--- config.mk ---
export PLATFORM = sky130hd
export DESIGN_NAME = prog_loader
export DESIGN_NICKNAME = d
export VERILOG_FILES = /design/src/rtl/loader_pkg.sv /design/src/rtl/loader_word_asm.sv /design/src/rtl/prog_loader.sv
export SDC_FILE = /design/constraint.sdc
export NUM_CORES = 1
export LEC_CHECK = 0
export ABC_AREA = 1
export BUFFER_PORTS_ARGS = -buffer_cell sky130_fd_sc_hd__buf_2
export CAP_MARGIN = 20
export CORE_MARGIN = 4
export CORE_UTILIZATION = 51
export DETAILED_ROUTE_END_ITERATION = 12
export PLACE_DENSITY = 0.76
export SLEW_MARGIN = 20
export SYNTH_ARGS = -nofsm -noshare
export SYNTH_HDL_FRONTEND = slang
export SYNTH_SLANG_ARGS = --single-unit
--- constraint.sdc ---
create_clock -name clk -period 1.6 [get_ports clk]
set_input_delay 0.32 -clock clk [delete_from_list [all_inputs] [get_ports clk]]
set_output_delay 0.32 -clock clk [all_outputs]
set_load 0.02 [all_outputs]
--- src/rtl/loader_pkg.sv ---
// rtl/loader_pkg.sv - state encoding and stream constants shared by the program loader.
package loader_pkg;

  typedef enum logic [3:0] {
    S_IDLE,
    S_LEN_LO,
    S_LEN_HI,
    S_LEN_CHK,
    S_DATA,
    S_WRITE,
    S_CHECK,
    S_DONE,
    S_ERR
  } state_t;

  localparam int          HDR_BYTES         = 2;
  localparam int          BYTES_PER_WORD    = 4;
  localparam logic [31:0] DEFAULT_BASE_ADDR = 32'h0000_0000;

endpackage

--- src/rtl/loader_word_asm.sv ---
// rtl/loader_word_asm.sv - little-endian byte-to-word shift register with a byte counter.
module loader_word_asm
  import loader_pkg::*;
(
  input  logic                          clk,
  input  logic                          reset,
  input  logic                          clear,
  input  logic                          byte_en,
  input  logic [7:0]                    byte_data,
  output logic [8*BYTES_PER_WORD-1:0]   word_data,
  output logic                          word_full
);

  logic [8*BYTES_PER_WORD-1:0] word_q, word_d;
  logic [1:0]                  cnt_q, cnt_d;

  // Shifting in at the top leaves the first byte of a word in bits [7:0].
  always_comb begin
    word_d = word_q;
    cnt_d  = cnt_q;
    if (clear) begin
      word_d = '0;
      cnt_d  = '0;
    end else if (byte_en) begin
      word_d = {byte_data, word_q[8*BYTES_PER_WORD-1:8]};
      cnt_d  = cnt_q + 2'd1;
    end
  end

  always_ff @(posedge clk) begin
    if (reset) begin
      word_q <= '0;
      cnt_q  <= '0;
    end else begin
      word_q <= word_d;
      cnt_q  <= cnt_d;
    end
  end

  assign word_data = word_q;
  assign word_full = byte_en && (cnt_q == 2'(BYTES_PER_WORD - 1));

endmodule

--- src/rtl/prog_loader.sv ---
// rtl/prog_loader.sv - boot loader writing a length-prefixed byte image into instruction memory.
// Define LOADER_CHECKSUM_EN to require a trailing XOR checksum byte after the image.
module prog_loader
  import loader_pkg::*;
#(
  parameter int          DEPTH_WORDS = 64,
  parameter logic [31:0] BASE_ADDR   = DEFAULT_BASE_ADDR
) (
  input  logic        clk,
  input  logic        reset,
  input  logic        start,
  input  logic        byte_valid,
  input  logic [7:0]  byte_data,
  output logic        byte_ready,
  output logic        imem_we,
  output logic [31:0] imem_addr,
  output logic [31:0] imem_wdata,
  output logic        cpu_reset,
  output logic        done,
  output logic        error
);

  localparam int LEN_W = 8 * HDR_BYTES;

  state_t             state_q, state_d;
  logic [LEN_W-1:0]   len_q, len_d;
  logic [LEN_W-1:0]   word_cnt_q, word_cnt_d;
  logic [31:0]        addr_q, addr_d;
  logic               accept, clear, word_full;
  logic [31:0]        word_data;
`ifdef LOADER_CHECKSUM_EN
  logic [7:0]         csum_q, csum_d;
`endif

  assign byte_ready = (state_q == S_LEN_LO) || (state_q == S_LEN_HI) ||
                      (state_q == S_DATA)   || (state_q == S_CHECK);
  assign accept     = byte_valid && byte_ready;

  loader_word_asm u_word_asm (
    .clk       (clk),
    .reset     (reset),
    .clear     (clear),
    .byte_en   (accept && (state_q == S_DATA)),
    .byte_data (byte_data),
    .word_data (word_data),
    .word_full (word_full)
  );

  always_comb begin
    state_d    = state_q;
    len_d      = len_q;
    word_cnt_d = word_cnt_q;
    addr_d     = addr_q;
    clear      = 1'b0;
`ifdef LOADER_CHECKSUM_EN
    csum_d     = csum_q;
`endif
    unique case (state_q)
      S_IDLE, S_DONE, S_ERR: begin
        if (start) begin
          state_d    = S_LEN_LO;
          clear      = 1'b1;
          word_cnt_d = '0;
          addr_d     = BASE_ADDR;
`ifdef LOADER_CHECKSUM_EN
          csum_d     = '0;
`endif
        end
      end
      S_LEN_LO: if (accept) begin
        len_d[7:0] = byte_data;
        state_d    = S_LEN_HI;
      end
      S_LEN_HI: if (accept) begin
        len_d[LEN_W-1:8] = byte_data;
        state_d          = S_LEN_CHK;
      end
      S_LEN_CHK: begin
        if ((len_q == '0) || (32'(len_q) > 32'(DEPTH_WORDS))) state_d = S_ERR;
        else                                                   state_d = S_DATA;
      end
      S_DATA: if (accept) begin
`ifdef LOADER_CHECKSUM_EN
        csum_d = csum_q ^ byte_data;
`endif
        if (word_full) state_d = S_WRITE;
      end
      S_WRITE: begin
        word_cnt_d = word_cnt_q + LEN_W'(1);
        addr_d     = addr_q + 32'(BYTES_PER_WORD);
        if (word_cnt_d == len_q) begin
`ifdef LOADER_CHECKSUM_EN
          state_d = S_CHECK;
`else
          state_d = S_DONE;
`endif
        end else begin
          state_d = S_DATA;
        end
      end
`ifdef LOADER_CHECKSUM_EN
      S_CHECK: if (accept) begin
        state_d = (byte_data == csum_q) ? S_DONE : S_ERR;
      end
`endif
      default: state_d = S_IDLE;
    endcase
  end

  always_ff @(posedge clk) begin
    if (reset) begin
      state_q    <= S_IDLE;
      len_q      <= '0;
      word_cnt_q <= '0;
      addr_q     <= BASE_ADDR;
`ifdef LOADER_CHECKSUM_EN
      csum_q     <= '0;
`endif
    end else begin
      state_q    <= state_d;
      len_q      <= len_d;
      word_cnt_q <= word_cnt_d;
      addr_q     <= addr_d;
`ifdef LOADER_CHECKSUM_EN
      csum_q     <= csum_d;
`endif
    end
  end

  assign imem_we    = (state_q == S_WRITE);
  assign imem_addr  = addr_q;
  assign imem_wdata = word_data;
  assign done       = (state_q == S_DONE);
  assign error      = (state_q == S_ERR);
  assign cpu_reset  = (state_q != S_DONE);

endmodule

==> Yosys cells after proc, flatten, opt, wreduce, memory -nomap -nowiden <==
Cells that the tools add are included.
{ "totals": {"register_bits": 102, "in_bits": 12, "out_inout_bits": 69, "wordCells": 57} }
{ "classes": {"n_addsub": 3, "order_cmp": 1, "eq_ne": 16, "mux": 14, "reduce_logical": 16} }
{ "ops": {"columns": ["operator", "n"], "rows": [
  ["case mux 32 bit (2 select lines)", 1],
  ["adder 32 x 3 -> 32 bit, second input constant", 1],
  ["two-way mux 32 bit", 1],
  ["case mux 16 bit (2 select lines)", 1],
  ["two-way mux 4 bit", 6],
  ["case mux 4 bit (6 select lines)", 1],
  ["adder 16 x 1 -> 16 bit, second input constant", 1],
  ["== test 16 bit", 1],
  ["== test 4 x 3 -> 1 bit, second input constant", 4],
  ["> comparator 16 x 7 -> 1 bit, second input constant", 1],
  ["zero test 16 bit", 1],
  ["two-way mux 16 bit", 1],
  ["== test 4 x 2 -> 1 bit, second input constant", 2],
  ["!= test 2 bit, second input constant", 4],
  ["AND reduction 2 bit", 3],
  ["AND reduction 5 bit", 1],
  ["== test 4 x 1 -> 1 bit, second input constant", 1],
  ["== test 4 bit, second input constant", 1],
  ["zero test 4 bit", 1],
  ["logical OR 1 bit", 4],
  ["!= test 4 x 3 -> 1 bit, second input constant", 1],
  ["logical AND 1 bit", 3],
  ["OR reduction 3 bit", 1],
  ["adder 2 x 1 -> 2 bit, second input constant", 1],
  ["6 further kinds", 7]
]} }

==> Depth between registers and ports, before layout <==
{ "depth": {"word_depth": 10, "ltp_mapped": 16, "ltp_nobuf": 16} }

==> Cells and area by module <==
A second synthesis with hierarchy kept.
{ "hier_totals": {"cells_unflattened": 807, "area_unflattened_um2": 5258.8} }
{ "by_module_without_submodules": {"columns": ["module", "instances", "cells_each", "area_each_um2", "seq_area_each_um2"], "rows": [
  ["prog_loader", 1, 589, 3827.4, 1321.3],
  ["loader_word_asm", 1, 218, 1431.4, 680.7]
]} }

==> Least setup slack after synthesis <==
OpenSTA, ideal clock, no wires.
{ "synth_timing": {"kind": "register to register", "startpoint": "reg addr_q[2] (netlist: imem_addr[2])", "endpoint": "reg addr_q[28] (netlist: imem_addr[28])", "setup_time_ns": 0.114, "arrival_time_ns": 1.868, "required_time_ns": 1.486, "path_slack_ns": -0.382, "path_stages_with_launch": 15, "path_buffers": 0, "period_less_slack_ns": 1.982, "path_cell_list": "dfxtp_1 ha_1 nand2_2 nor2_4 nand2_2 nor2_4 nand2_2 nor3_4 nand2_4 nor2_8 nand2_4 nor2_8 nand2_2 nor2_2 a21oi_2"} }
{ "synth_between": {"elab_chain_cells": 2} }
{ "synth_rtl": {"columns": ["element", "line", "rtl"], "rows": [
  ["start, declared", "prog_loader.sv:28", "logic [31:0] addr_q, addr_d;"],
  ["start signal, assigned", "prog_loader.sv:123", "addr_q <= addr_d;"],
  ["adder 32 x 3 -> 32 bit", "prog_loader.sv:90", "addr_d = addr_q + 32'(BYTES_PER_WORD);"],
  ["case mux 32 bit (2 select lines)", "prog_loader.sv:58", "unique case (state_q)"]
]} }
No other way between the ends.
A chain may end at the register's enable or synchronous reset.

==> Worst setup path after layout <==
{ "layout_timing": {"startpoint": "reg word_cnt_q[0]", "endpoint": "reg state_q[1]"} }
{ "layout_between": {"elab_chain_cells": 4} }
{ "layout_rtl": {"columns": ["element", "line", "rtl"], "rows": [
  ["start, declared", "prog_loader.sv:27", "logic [LEN_W-1:0] word_cnt_q, word_cnt_d;"],
  ["start signal, assigned", "prog_loader.sv:122", "word_cnt_q <= word_cnt_d;"],
  ["adder 16 x 1 -> 16 bit", "prog_loader.sv:89", "word_cnt_d = word_cnt_q + LEN_W'(1);"],
  ["== test 16 bit", "prog_loader.sv:91", "if (word_cnt_d == len_q) begin"],
  ["two-way mux 2 bit", "prog_loader.sv:91", null],
  ["case mux 4 bit (6 select lines)", "prog_loader.sv:58", null],
  ["end signal, assigned", "prog_loader.sv:120", "state_q <= state_d;"],
  ["end, declared", "prog_loader.sv:25", "state_t state_q, state_d;"]
]} }
No other way between the ends.

==> impl_metrics.py <==
metrics = {
    "detailed_routing": {
        "dr.pass1.iters": 5,
        "drt_iter0_markers": 355,
        "drt-wirelength-per-cell_um": 15.9,
        "vias": 5796,
        "ant_nets": 0,
        "viasPerCell": 5.60,
        "drcViolationCount": 0,
        "drt_wl_total_um": 16400,
    },
    "setup_path": {
        "cp-end-kind": "flip-flop",
        "critPathKind": "flip-flop to flip-flop",
        "r2r_slack_ns": -0.40,
        "crit_arrival_ns": 2.30,
        "required_ns": 1.91,
        "crit_fanout": 5,
        "start_kind": "flip-flop",
    },
    "timing": {
        "hold_viol": 0,
        "relSlewSlack_pct": 57.0,
        "grt_setup_unrepaired": "true",
        "tightest_slew_ns": 0.640,
        "setup_slack_ns": -0.396,
        "slew_violations": 0,
        "fin_crit_ns": 2.00,
        "max_freq_mhz": 501,
        "setup_viol": 67,
        "skew_ns": 0.0147,
        "timing.final.crit_share_pct": 125,
        "worst_hold_slack_ns": 0.253,
    },
    "grt": {
        "grt_pass1_wl_um": 24300,
        "grt_use_total_pct": 25.5,
        "grt_pass1_vias": 5361,
        "busiest_layer": "met2",
        "grt_max_degree": 36,
        "met1_usage_pct": 30.7,
        "grt_antenna_before_repair": 0,
        "grt.overflow.total": 0,
        "grt_use_met2_pct": 44.7,
        "met3_usage_pct": 5.04,
    },
    "floorplanning": {
        "die_area_mm2": 0.0116,
        "die_w_um": 108,
        "ios": 81,
        "rows": 36,
        "die_h_um": 108,
        "initial_utilization_pct": 52.2,
        "design.core.area_mm2": 0.00973,
    },
    "cells_and_area": {
        "finish.instance_area_mm2": 0.00736,
        "final_core_utilization_pct": 75.7,
        "num-nets-final": 912,
        "drive_gt1_share_pct": 41.7,
        "n_antenna_cell": 0,
        "syn_to_final_growth_pct": 44.9,
    },
    "synth": {
        "yosysWarnings": 0,
        "syn_area_per_cell_um2": 7.07,
        "synth_area_leader_cell": "dfxtp_1",
        "ys_ff_latch": 100,
        "synthTopCellsByArea": "dfxtp_1 39%, nand2_1 13%, nand3_1 8.3%",
        "synth_cells": 718,
        "synth_cell_types": 45,
        "yosysTopAreaCellShare_pct": 39.4,
        "async_reset_ff_share_pct": 0,
        "synthFlopType": "dfxtp_1",
        "synthTopCellsByCount": "178 x nand2_1, 100 x dfxtp_1, 84 x nand3_1",
        "synth_seq_area_share_pct": 39.4,
        "synth-edff-count": 0,
        "syn_area_mm2": 0.00508,
        "synth.most_common_cell": "nand2_1",
    },
    "cts": {
        "htreeDepth": 3,
        "cts.sinks": 100,
        "clockBufferDepth": 2,
        "cts_root_buffer": "clkbuf_8",
        "cts_buffers": 9,
        "cts.clk_slew.worst_paths_ns": 0.11,
        "clk_latency_ns": 0.38,
        "cts_tree": "done",
        "cts.hold.buffers_added": 0,
    },
    "placed_design": {
        "dpl_cell_area_mm2": 0.00635,
        "dpl.hpwl_um": 10300,
        "gp_congestion": 0.937,
        "port_buffers": 78,
        "pre_cts_ws_ns": -0.260,
    },
    "job": {
        "maxCapViolCount": 0,
    },
    "power": {
        "power.leakage_nw": 3.12,
        "powerDensity_mw_per_mm2": 823,
        "irDropWorstVdd_mv": 0.647,
    },
    "run_status": {
        "violations": "setup timing",
        "status": "complete, but fails checks",
    },
    "min_path": {
        "hold_path.class": "input port to flip-flop",
    },
}
==> placed cells by master, fill, tap and decap left out, types with 3 or more instances in the layout <==
cell / count
xor2_1: 3
clkbuf_8: 9
o21ai_1: 5
buf_6: 19
a21oi_1: 55
buf_2: 73
nand2_2: 23
o211ai_1: 4
nand2_4: 15
buf_4: 89
buf_12: 8
inv_1: 62
nor3_1: 11
nor2_1: 22
nor2_4: 19
nand3_4: 4
nand3_2: 10
o21ai_2: 5
nand2_1: 155
nor2_2: 7
dfxtp_4: 13
dfxtp_2: 7
a21oi_2: 31
inv_2: 8
inv_6: 4
a211oi_1: 3
nand4_1: 12
nand3_1: 75
dfxtp_1: 80
o21ai_0: 24
a211oi_2: 6
==> registers in the layout, summed over array words and instances (netlist names) <==
register,count
u_word_asm.word_data,32
imem_addr,30
len_q,16
word_cnt_q,16
state_q,4
u_word_asm.cnt_q,2
==> cell type report <==
cell class                 count  area (µm²)
multi-input combinational    517        3150
tap                          133         166
timing repair buffer         193        1490
sequential                   100        2060
fill                         707        2370
clock buffer                  10         149
inverter                      76         300
clock inverter                 6        50.0
==> critical path, stage by stage (launching register included) <==
cell and delay (ns):
dfxtp_4 0.40, ha_4 0.16, nand3_1 0.16, nor2_2 0.22, nand4_1 0.16, nand3_1 0.12, nand2_1 0.07, nor2_1 0.08
nand2_1 0.06, nor2_1 0.11, nand2_1 0.10, nand2_1 0.07, nand2_1 0.08, a21oi_2 0.13
==> metrics by stage <==
step | instances | power (mW) | setup TNS [ns]
after CTS | 1017 | 5.77 | -2.76
after detailed placement | 989 | 3.90 | -4.16
after global routing | 1035 | 6.31 | -13.03
final | 1035 | 6.06 | -5.20
after global placement | 989 | 3.87 | -1.55
after floorplan | 719 | 3.39 | -0.843
==> routing by layer <==
| layer | share of wire [%] | wire (µm) |
|---|---|---|
| met5 | 0 | 0 |
| met4 | 3.4 | 563 |
| met3 | 7.0 | 1160 |
| met2 | 50 | 8190 |
| met1 | 40 | 6530 |
==> power breakdown <==
part / leakage [nW] / switching (mW) / total, mW / internal, mW
Combinational: 2.21 / 1.05 / 1.80 / 0.745
Sequential: 0.820 / 0.0797 / 2.62 / 2.54
Clock: 0.0950 / 0.958 / 1.64 / 0.680
==> final timing paths <==
kind / endpoint / depth (start not counted) / start
max: state_q[1]$_SDFFE_PP0P_ / 13 / word_cnt_q[0]$_SDFFE_PP0P_
min: len_q[11]$_SDFFE_PP0P_ / 3 / byte_data[3]
max reg2reg: state_q[1]$_SDFFE_PP0P_ / 13 / word_cnt_q[0]$_SDFFE_PP0P_
min reg2reg: u_word_asm.word_data[6]$_SDFFE_PP0P_ / 2 / u_word_asm.word_data[6]$_SDFFE_PP0P_
==> repair_timing <==
action / 4_1_cts / 5_1_grt
resized for setup: 55 / 108
cloned: 2 / 2
setup endpoints to repair: 97 / 64
pin swaps: 18 / 26
setup buffers: 10 / 18
==> cells by family after synthesis <==
group | synth area share (%)
adder cells (fa/ha/maj) | 0.739
other | 0.0738
buffers and inverters | 8.11
flip-flops | 39.4
XOR/XNOR | 1.13
AND/OR/NAND/NOR | 34.7
AO/OA/AOI/OAI | 15.8
(Power assumes the default switching activity.)
